<file path="config.mk">
export PLATFORM = sky130hd
export DESIGN_NAME = voice_playback
export DESIGN_NICKNAME = d
export VERILOG_FILES = /design/src/rtl/voice_pkg.sv /design/src/rtl/sample_buf.sv /design/src/rtl/voice_playback.sv
export SDC_FILE = /design/constraint.sdc
export NUM_CORES = 2
export LEC_CHECK = 0
export ABC_CLOCK_PERIOD_IN_PS = 12400
export CAP_MARGIN = 20
export CORE_MARGIN = 3
export CORE_UTILIZATION = 40
export CTS_BUF_LIST = sky130_fd_sc_hd__clkbuf_2
export CTS_CLUSTER_SIZE = 30
export DETAILED_ROUTE_END_ITERATION = 8
export PLACE_DENSITY = 0.52
export SLEW_MARGIN = 20
export SYNTH_ARGS = -nofsm -noshare
export SYNTH_HDL_FRONTEND = slang
export SYNTH_SLANG_ARGS = --single-unit
export TNS_END_PERCENT = 20
</file>
<file path="constraint.sdc">
create_clock -name i_clk -period 12.4 [get_ports i_clk]
set_input_delay 1.24 -clock i_clk [delete_from_list [all_inputs] [get_ports i_clk]]
set_output_delay 1.24 -clock i_clk [all_outputs]
set_load 0.01 [all_outputs]
</file>
<file path="src/rtl/voice_pkg.sv">
`default_nettype none
// ============================================================================
//  Module      : voice_pkg
//  Description : Shared definitions for the voice playback block: request
//                FSM state encoding, the default wave size and sample-rate
//                divider values for the supported system clocks.
//  Revision    : 1.0 - initial release
// ============================================================================
package voice_pkg;

    // One-hot request FSM encoding.
    typedef enum logic [2:0] {
        ST_IDLE = 3'b001,
        ST_REQ  = 3'b010,
        ST_RECV = 3'b100
    } req_state_t;

    // Words per full wave request: 16 bursts of 8 words.
    localparam int c_wave_words = 128;

    // Clock cycles per 16 kHz output sample.
    localparam int c_div_100mhz = 6250;  // 100 MHz / 16 kHz
    localparam int c_div_133mhz = 8313;  // 133 MHz / 16 kHz, rounded

endpackage : voice_pkg
`default_nettype wire

</file>
<file path="src/rtl/sample_buf.sv">
`default_nettype none
// ============================================================================
//  Module      : sample_buf
//  Description : Synchronous FIFO holding playback samples. Pointers carry
//                one extra wrap bit so full and empty are unambiguous.
//                A push while full is dropped; a pop while empty is ignored.
//  Ports       : i_clk/i_rst   clock, synchronous active-high reset
//                i_push/i_wdata write strobe and data
//                i_pop         read strobe (o_rdata is the current head)
//                o_level       registered occupancy 0..2^AW
//                o_full/o_empty status derived from o_level
//  Revision    : 1.0 - initial release
// ============================================================================
module sample_buf #(
    parameter int DATA_WIDTH = 16,
    parameter int AW         = 8
) (
    input  logic                  i_clk,
    input  logic                  i_rst,
    input  logic                  i_push,
    input  logic [DATA_WIDTH-1:0] i_wdata,
    input  logic                  i_pop,
    output logic [DATA_WIDTH-1:0] o_rdata,
    output logic [AW:0]           o_level,
    output logic                  o_full,
    output logic                  o_empty
);

    localparam int c_depth = 1 << AW;

    logic [DATA_WIDTH-1:0] r_mem [c_depth];
    logic [AW:0]           r_wr_ptr;
    logic [AW:0]           r_rd_ptr;
    logic [AW:0]           r_level;
    logic                  w_do_push;
    logic                  w_do_pop;

    assign o_full    = r_level[AW];          // only set when level == depth
    assign o_empty   = (r_level == '0);
    assign w_do_push = i_push && !o_full;
    assign w_do_pop  = i_pop && !o_empty;
    assign o_level   = r_level;
    assign o_rdata   = r_mem[r_rd_ptr[AW-1:0]];

    always_ff @(posedge i_clk) begin
        if (w_do_push) begin
            r_mem[r_wr_ptr[AW-1:0]] <= i_wdata;
        end
    end

    always_ff @(posedge i_clk) begin
        if (i_rst) begin
            r_wr_ptr <= '0;
            r_rd_ptr <= '0;
            r_level  <= '0;
        end else begin
            if (w_do_push) r_wr_ptr <= r_wr_ptr + 1'b1;
            if (w_do_pop)  r_rd_ptr <= r_rd_ptr + 1'b1;
            case ({w_do_push, w_do_pop})
                2'b10:   r_level <= r_level + 1'b1;
                2'b01:   r_level <= r_level - 1'b1;
                default: r_level <= r_level;
            endcase
        end
    end

endmodule : sample_buf
`default_nettype wire

</file>
<file path="src/rtl/voice_playback.sv">
`default_nettype none
// ============================================================================
//  Module      : voice_playback
//  Description : Requests waves from the voice SDRAM FIFO, buffers the words
//                locally and replays them at a fixed sample rate, flagging
//                underruns and buffer overflow.
//  Ports       : i_clk, i_rst          clock, synchronous active-high reset
//                i_en                  playback enable
//                o_rd                  wave read request to the SDRAM FIFO
//                i_rd_data/i_rd_ef     returned word and its valid strobe
//                i_rd_done/i_rd_fail   end-of-wave / read-failed pulses
//                o_sample/o_sample_vld output sample and per-tick strobe
//                o_underrun(_cnt)      empty-tick pulse and saturating count
//                o_overflow            sticky dropped-word flag
//                o_level, o_busy       buffer occupancy, FSM not idle
//  Revision    : 1.0 - initial release
// ============================================================================
module voice_playback
    import voice_pkg::*;
#(
    parameter int DATA_WIDTH = 16,
    parameter int WAVE_WORDS = c_wave_words,
    parameter int BUF_AW     = 8,
    parameter int SAMPLE_DIV = c_div_100mhz,
    parameter int GAP_CYC    = 16
) (
    input  logic                  i_clk,
    input  logic                  i_rst,
    input  logic                  i_en,
    output logic                  o_rd,
    input  logic [DATA_WIDTH-1:0] i_rd_data,
    input  logic                  i_rd_ef,
    input  logic                  i_rd_done,
    input  logic                  i_rd_fail,
    output logic [DATA_WIDTH-1:0] o_sample,
    output logic                  o_sample_vld,
    output logic                  o_underrun,
    output logic [15:0]           o_underrun_cnt,
    output logic                  o_overflow,
    output logic [BUF_AW:0]       o_level,
    output logic                  o_busy
);

    localparam int c_gap_w = $clog2(GAP_CYC + 1);
    // A request only starts once a whole wave is guaranteed to fit.
    localparam logic [BUF_AW:0] c_max_level = (BUF_AW+1)'((1 << BUF_AW) - WAVE_WORDS);
    localparam logic [c_gap_w-1:0] c_gap_last = c_gap_w'(GAP_CYC - 1);
    localparam logic [15:0] c_div_last = 16'(SAMPLE_DIV - 1);

    req_state_t            r_state;
    logic                  r_rd;
    logic [c_gap_w-1:0]    r_gap;
    logic [15:0]           r_div;
    logic [DATA_WIDTH-1:0] r_sample;
    logic                  r_sample_vld;
    logic                  r_underrun;
    logic [15:0]           r_underrun_cnt;
    logic                  r_overflow;

    logic                  w_push;
    logic                  w_tick;
    logic                  w_pop;
    logic [DATA_WIDTH-1:0] w_head;
    logic [BUF_AW:0]       w_level;
    logic                  w_full;
    logic                  w_empty;

    // Words are only accepted while a request is outstanding.
    assign w_push = i_rd_ef && (r_state == ST_REQ || r_state == ST_RECV);
    assign w_tick = i_en && (r_div == c_div_last);
    assign w_pop  = w_tick && !w_empty;

    sample_buf #(
        .DATA_WIDTH (DATA_WIDTH),
        .AW         (BUF_AW)
    ) u_buf (
        .i_clk   (i_clk),
        .i_rst   (i_rst),
        .i_push  (w_push),
        .i_wdata (i_rd_data),
        .i_pop   (w_pop),
        .o_rdata (w_head),
        .o_level (w_level),
        .o_full  (w_full),
        .o_empty (w_empty)
    );

    // Request FSM with registered read strobe and gap timer.
    always_ff @(posedge i_clk) begin
        if (i_rst) begin
            r_state <= ST_IDLE;
            r_rd    <= 1'b0;
            r_gap   <= '0;
        end else begin
            case (r_state)
                ST_IDLE: begin
                    r_gap <= '0;
                    if (i_en && (w_level <= c_max_level)) begin
                        r_state <= ST_REQ;
                        r_rd    <= 1'b1;
                    end
                end
                ST_REQ: begin
                    if (i_rd_ef) begin
                        r_state <= ST_RECV;
                        r_rd    <= 1'b0;
                        r_gap   <= '0;
                    end else if (i_rd_fail) begin
                        r_state <= ST_IDLE;
                        r_rd    <= 1'b0;
                    end
                end
                ST_RECV: begin
                    if (i_rd_done || i_rd_fail || (!i_rd_ef && r_gap == c_gap_last)) begin
                        r_state <= ST_IDLE;
                        r_gap   <= '0;
                    end else if (i_rd_ef) begin
                        r_gap <= '0;
                    end else begin
                        r_gap <= r_gap + 1'b1;
                    end
                end
                default: begin
                    r_state <= ST_IDLE;
                    r_rd    <= 1'b0;
                    r_gap   <= '0;
                end
            endcase
        end
    end

    // Sample divider, output register and status flags.
    always_ff @(posedge i_clk) begin
        if (i_rst) begin
            r_div          <= '0;
            r_sample       <= '0;
            r_sample_vld   <= 1'b0;
            r_underrun     <= 1'b0;
            r_underrun_cnt <= '0;
            r_overflow     <= 1'b0;
        end else begin
            r_sample_vld <= w_tick;
            r_underrun   <= w_tick && w_empty;
            if (!i_en || w_tick) r_div <= '0;
            else                 r_div <= r_div + 1'b1;
            if (w_tick) begin
                r_sample <= w_empty ? '0 : w_head;
                if (w_empty && r_underrun_cnt != 16'hFFFF) begin
                    r_underrun_cnt <= r_underrun_cnt + 1'b1;
                end
            end
            if (w_push && w_full) r_overflow <= 1'b1;
        end
    end

    assign o_rd           = r_rd;
    assign o_busy         = (r_state != ST_IDLE);
    assign o_level        = w_level;
    assign o_sample       = r_sample;
    assign o_sample_vld   = r_sample_vld;
    assign o_underrun     = r_underrun;
    assign o_underrun_cnt = r_underrun_cnt;
    assign o_overflow     = r_overflow;

endmodule : voice_playback
`default_nettype wire
</file>
---- Yosys cells after proc, flatten, opt, wreduce, memory -nomap -nowiden ----
Memories as Yosys holds them, arrays and structs flattened. A register that Yosys moved wholly into a read port is not among the register bits.
Cells that the tools add are included.
W data, S select, Z words.
operators by class
  add/subtract/negate cells ............... 7
  order comparisons ....................... 1
  equal/unequal tests ..................... 13
  muxes and demuxes ....................... 19
  bitwise logic cells ..................... 1
  reductions and logical operators ........ 24
operator list
  operator                 count
  $add A16 B1 Y16 const B  2
  $add A9 B1 Y9 const B    3
  $pmux W9 S2              1
  $eq A16 B13 Y1 const B   1
  $mux W16                 1
  $mux W8                  2
  $ne A16 B16 Y1 const B   1
  $mux W5                  3
  $mux W3                  4
  $logic_and A1 B1 Y1      10
  $pmux W5 S2              1
  $le A9 B8 Y1 const B     1
  $logic_not A9 Y1         1
  $pmux W3 S3              1
  $sub A9 B1 Y9 const B    1
  $reduce_and A3 Y1        2
  $add A5 B1 Y5 const B    1
  $eq A5 B4 Y1 const B     1
  $mux W1                  5
  $logic_not A1 Y1         4
  $logic_or A1 B1 Y1       4
  $ne A2 B2 Y1 const B     2
  $eq A3 B1 Y1 const B     1
  $eq A3 B2 Y1 const B     1
  other kinds (11)         11
word-level totals
  flip-flop bits (word level) ............. 87
  memory bits (writable) .................. 4096
  bits of input ports ..................... 22
  output and inout port bits .............. 46
  logic and storage cells ................. 78
  memories kept ........................... 1
memories
  memory       words  width  rd ports  clocked after memory_dff  write ports  line              source
  u_buf.r_mem  256    16     1         1                         1            sample_buf.sv:31  logic [DATA_WIDTH-1:0] r_mem [c_depth];

---- Depth between registers and ports, before layout ----
  depth in word-level cells ............... 6
  depth in mapped cells ................... 16
  depth with buffers taken out ............ 15

---- Hierarchy ----
From an unflattened synthesis, not the netlist that was laid out.
second synthesis, totals
  cells, all modules ...................... 8005
  area total of the unflattened synthesis .. 162029.1 µm²
modules (own cells, without submodules)
  module          times used  cells each  area an instance (µm²)  seq. area each (µm²)
  sample_buf      1           7680        159334.1                123658.6
  voice_playback  1           325         2695.1                  1201.2

---- Worst setup path before layout ----
OpenSTA, ideal clock, no wires.
  path kind ............................... input to register
  start ................................... input i_rd_ef
  end ..................................... register u_buf.r_level[8] (netlist: u_buf.o_level[8])
  setup time .............................. 121 ps
  arrival ................................. 4567 ps
  required time ........................... 12279 ps
  path slack .............................. 7712 ps
  stages on the path ...................... 15
  buffers on the path ..................... 2
  cell sequence ........................... clkbuf_1 inv_1 a211oi_2 inv_1 ha_1 buf_1 xor2_1 ha_1 and3b_1 o21ai_0 o2bb2a_1 a221o_1 mux2i_1 o221ai_1 mux2_2
between the ends
  cells in the longest elaborated chain, start to end .. 4
  elaborated cells between the ends (all ways) .. 6
  those cells by class .................... 2 x eq/ne; 1 x mux; 3 x reduce/logical
RTL lines
  what                                               line                  source
  from (decl)                                        voice_playback.sv:32  input logic i_rd_ef,
  $logic_and A1 B1 Y1 *                              voice_playback.sv:69  assign w_push = i_rd_ef && (r_state == ST_REQ || r_state == ST_RECV);
  $logic_and A1 B1 Y1 *                              sample_buf.sv:40      assign w_do_push = i_push && !o_full;
  $eq A2 B1 Y1 or $eq A2 B2 Y1 (tied branches)       sample_buf.sv:59      case ({w_do_push, w_do_pop})
  $pmux W9 S2 or $reduce_bool A2 Y1 (tied branches)  -
  to (signal assigned)                               sample_buf.sv:60      2'b10: r_level <= r_level + 1'b1;
  to (signal assigned)                               sample_buf.sv:61      2'b01: r_level <= r_level - 1'b1;
  to (signal assigned)                               sample_buf.sv:62      default: r_level <= r_level;
  to (decl)                                          sample_buf.sv:34      logic [AW:0] r_level;
Every way passes the cells marked *; elsewhere a longest branch is shown, timed or not.
A chain may end at the register's enable or synchronous reset.

==> results.md <==
* Number of flops mapped to enable cells by yosys at 4,096
* CTS tree: done
* DIE AREA at 0.413 mm^2
* Sequential element share of the synthesized area at 77.0%
* Core area at 0.403 mm^2
* Worst path slowest cell: nor4_1
* Syn Area/Cell at 20.9 um^2
* Max Clock Freq at 178 MHz
* Max cap viols at 0
* Endpoints failing hold at 0
* Via count at 88,000
* Setup Viol. Count Final at 0
* Arr. time, crit path at 7710 ps
* CTS H-Tree Depth at 7
* Initial antenna violation count at 42
* Commonest non-fill, non-tap cells in the layout: 4,096 x edfxtp_1, 1,585 x clkbuf_2, 883 x mux4_2
* DR vias/cell at around 5.9
* Remaining routing DRC violations at 0
* Setup tns final at 0 ps
* Hold path depth at 3
* Ys async rst share at 0%
* Cells after Synth at 7,755
* Critical Path, Cell by Cell: buf_4 > buf_12 > mux4_2 > a22o_1 > a221oi_1 > o22ai_1 > nor4_1 > buf_4 > a2111oi_0 > a22o_1
* Family with the most delay on the worst path: compound AO/OA/AOI/OAI gates
* CP required at 14,490 ps
* PortBufs at 67
* # Post-CTS Setup Buffers at 0
* Worst-path maximum fanout at 88
* Non-Filler Instances at 15,000
* RSZ-0062 raised after global routing: false
* Final routed wire length divided by cell count at 34.6 um
* Clk root buf: clkbuf_2
* Prevailing post-synth register cell: edfxtp_1
* Antenna Nets Post-Route at 0
* Critical path class: register to register
* Number of global-route vias before repair at 89,100
* Crit path largest cell delay at 810 ps
* Crit path capture type: register
* Placed cell count at 13,100
* Pwr dens at approximately 140 mW/mm^2
* Pre-antenna DRT Iters at 9
* Die X at 643 um
* Layout cell share with drive strength beyond 1 at around 33%
* Area grow syn2layout at 11.1%
* Clk sinks at between 4,000 and 5,000
* Cell area after synthesis at about 0.16 mm^2
* Min-Delay Path Class: input pin to register
* Detailed Route Iter0 Violations at around 11,000
* Commonest non-fill, non-tap cell in the layout: edfxtp_1
* Grt ovf at 0
* Flops & latches, synth at 4,189
* First-pass GRT wire length at roughly 700,000 um
* Yosys Warn Count at 0
* Total wire length at 517,000 um
* Maximum root-to-sink buffer count at 5
* Fin nets at 8,929
* CTS clk-pin slew, worst paths at 100 ps
* Chip Height at 643 um
* Leakage power at 55.5 nW
* Slew HR at approximately 14%
* Maximum VDD drop at 0.0000827 V
* Worst path depth at 10
* Worst-Margin Slew at 1280 ps
* Minimum clock period at 5620 ps
* Synthesized Nets at 7,791
* Max-slew violation count at 0
* Crit path launch type: register
* Synth area leaders: edfxtp_1 76%, mux4_2 12%, mux2i_1 2.2%, dfxtp_1 1.1%, nor2_1 0.91%
* GRT Total Usage at 24.9%
* Number of buffers and inverters on the critical path at 3
* Hold slack at around 420 ps
* Final period util at a little under half
* Top-area cell type share of the netlist area at 75.9%
* Clock buffer count from CTS at 1,141
* Post-DP HPWL at slightly above 300,000 um
* Initial Util at 40.2%
* Clk_lat worst skew at 2310 ps
* GPL Wtd Cong at roughly 0.86
* Path depth of the worst reg2reg path at 10
* Outcome: finished, final reports clean
* FP Rows at 233
* Yosys cell types at 89
* Largest net degree at the start of global routing at 157
* Num ports at 68
* Cell taking the most area after synthesis: edfxtp_1
* Setup Skew at 206 ps
-- routing by layer --
metal  vias up  global-route usage (%)  part of all wire (%)
met2      4738                    38.2                    47
li1      35300                       -                     -
met5         -                       0                0.0099
met3       872                    5.90                   9.0
met4         8                    9.88                   3.3
met1     47100                    34.6                    41
-- worst min-delay path: stages --
cell,delay [ps]
dlygate4sd3_1,530
clkdlybuf4s50_1,650
nor3_1,100
-- flip-flops by register name (all words and copies together), names as in the netlist, 3 cells and up, named ones only --
| name | cells |
|---|---|
| o_sample | 16 |
| o_underrun_cnt | 16 |
| r_div | 16 |
| r_gap | 5 |
| r_state | 3 |
| u_buf.o_level | 9 |
| u_buf.r_mem | 4096 |
| u_buf.r_rd_ptr | 8 |
| u_buf.r_wr_ptr | 8 |
-- power by group --
part / switching [mW] / internal, mW / leakage, nW
logic: 0.331 / 0.0558 / 10.8
clock network: 5.52 / 3.57 / 7.12
registers: 0.00362 / 15.5 / 37.6
-- synth_stat cells (19+ instances only) --
master    instances
nor3_1           66
buf_2           105
a31oi_1          28
mux4_2          883
a22o_1           22
a22oi_1         101
mux2_2           25
nand4_1          22
buf_1            26
o221ai_1        132
buf_6            86
o21ai_0          81
nand2_1         249
nor2_1          391
nand3_1          75
and3_1           19
a211oi_1         34
edfxtp_1       4096
mux2i_1         362
xor2_1           31
nor2b_1          28
o22ai_1         126
a221oi_1         27
clkbuf_1        178
a21oi_1         142
dfxtp_1          93
buf_4            37
-- per-stage QoR --
step	util (%)	total power, mW	area, um^2	worst slack, ps
floorplan	-	15.9	162000	7710
global placement	42.2	16.2	170000	6130
detailed placement	42.2	16.2	170000	6200
CTS	44.6	25.2	180000	6600
global route	44.7	26.0	180000	6350
finish	44.7	25.0	180000	6780
-- kinds of logic after synthesis --
group           share of synthesized area, %
flops                                   77.0
mux                                     14.7
simple gates                            2.69
compound gates                          3.47
buf+inv                                 1.77
xor+xnor                               0.265
fa+ha+maj                              0.108
-- repair_timing --
item                                    in CTS  in global routing
hold buffers                                55                  1
resized for setup                            0                  0
endpoints found under the setup margin       0                  0
hold endpoints to repair                  3000                  2
-- layout make-up --
class	instances	area, um^2
diodes	28	70.1
clock buffers	1585	7930
clock inverters	189	990
fillers	35000	223000
inverters	19	80.1
multi-input cells	3097	35200
flip-flops and latches	4189	125000
well taps	5405	6760
repair buffers	445	4300
-- path summary, 6_finish.rpt --
check	start	endpoint	slack, ps
max reg2reg	register	o_sample[15]	6780
min reg2reg	r_gap[3]	r_gap[3]	490
max	register	o_sample[15]	6780
min	i_rd_ef	r_gap[0]	420
Note: power is estimated with default switching activity, not from simulation.
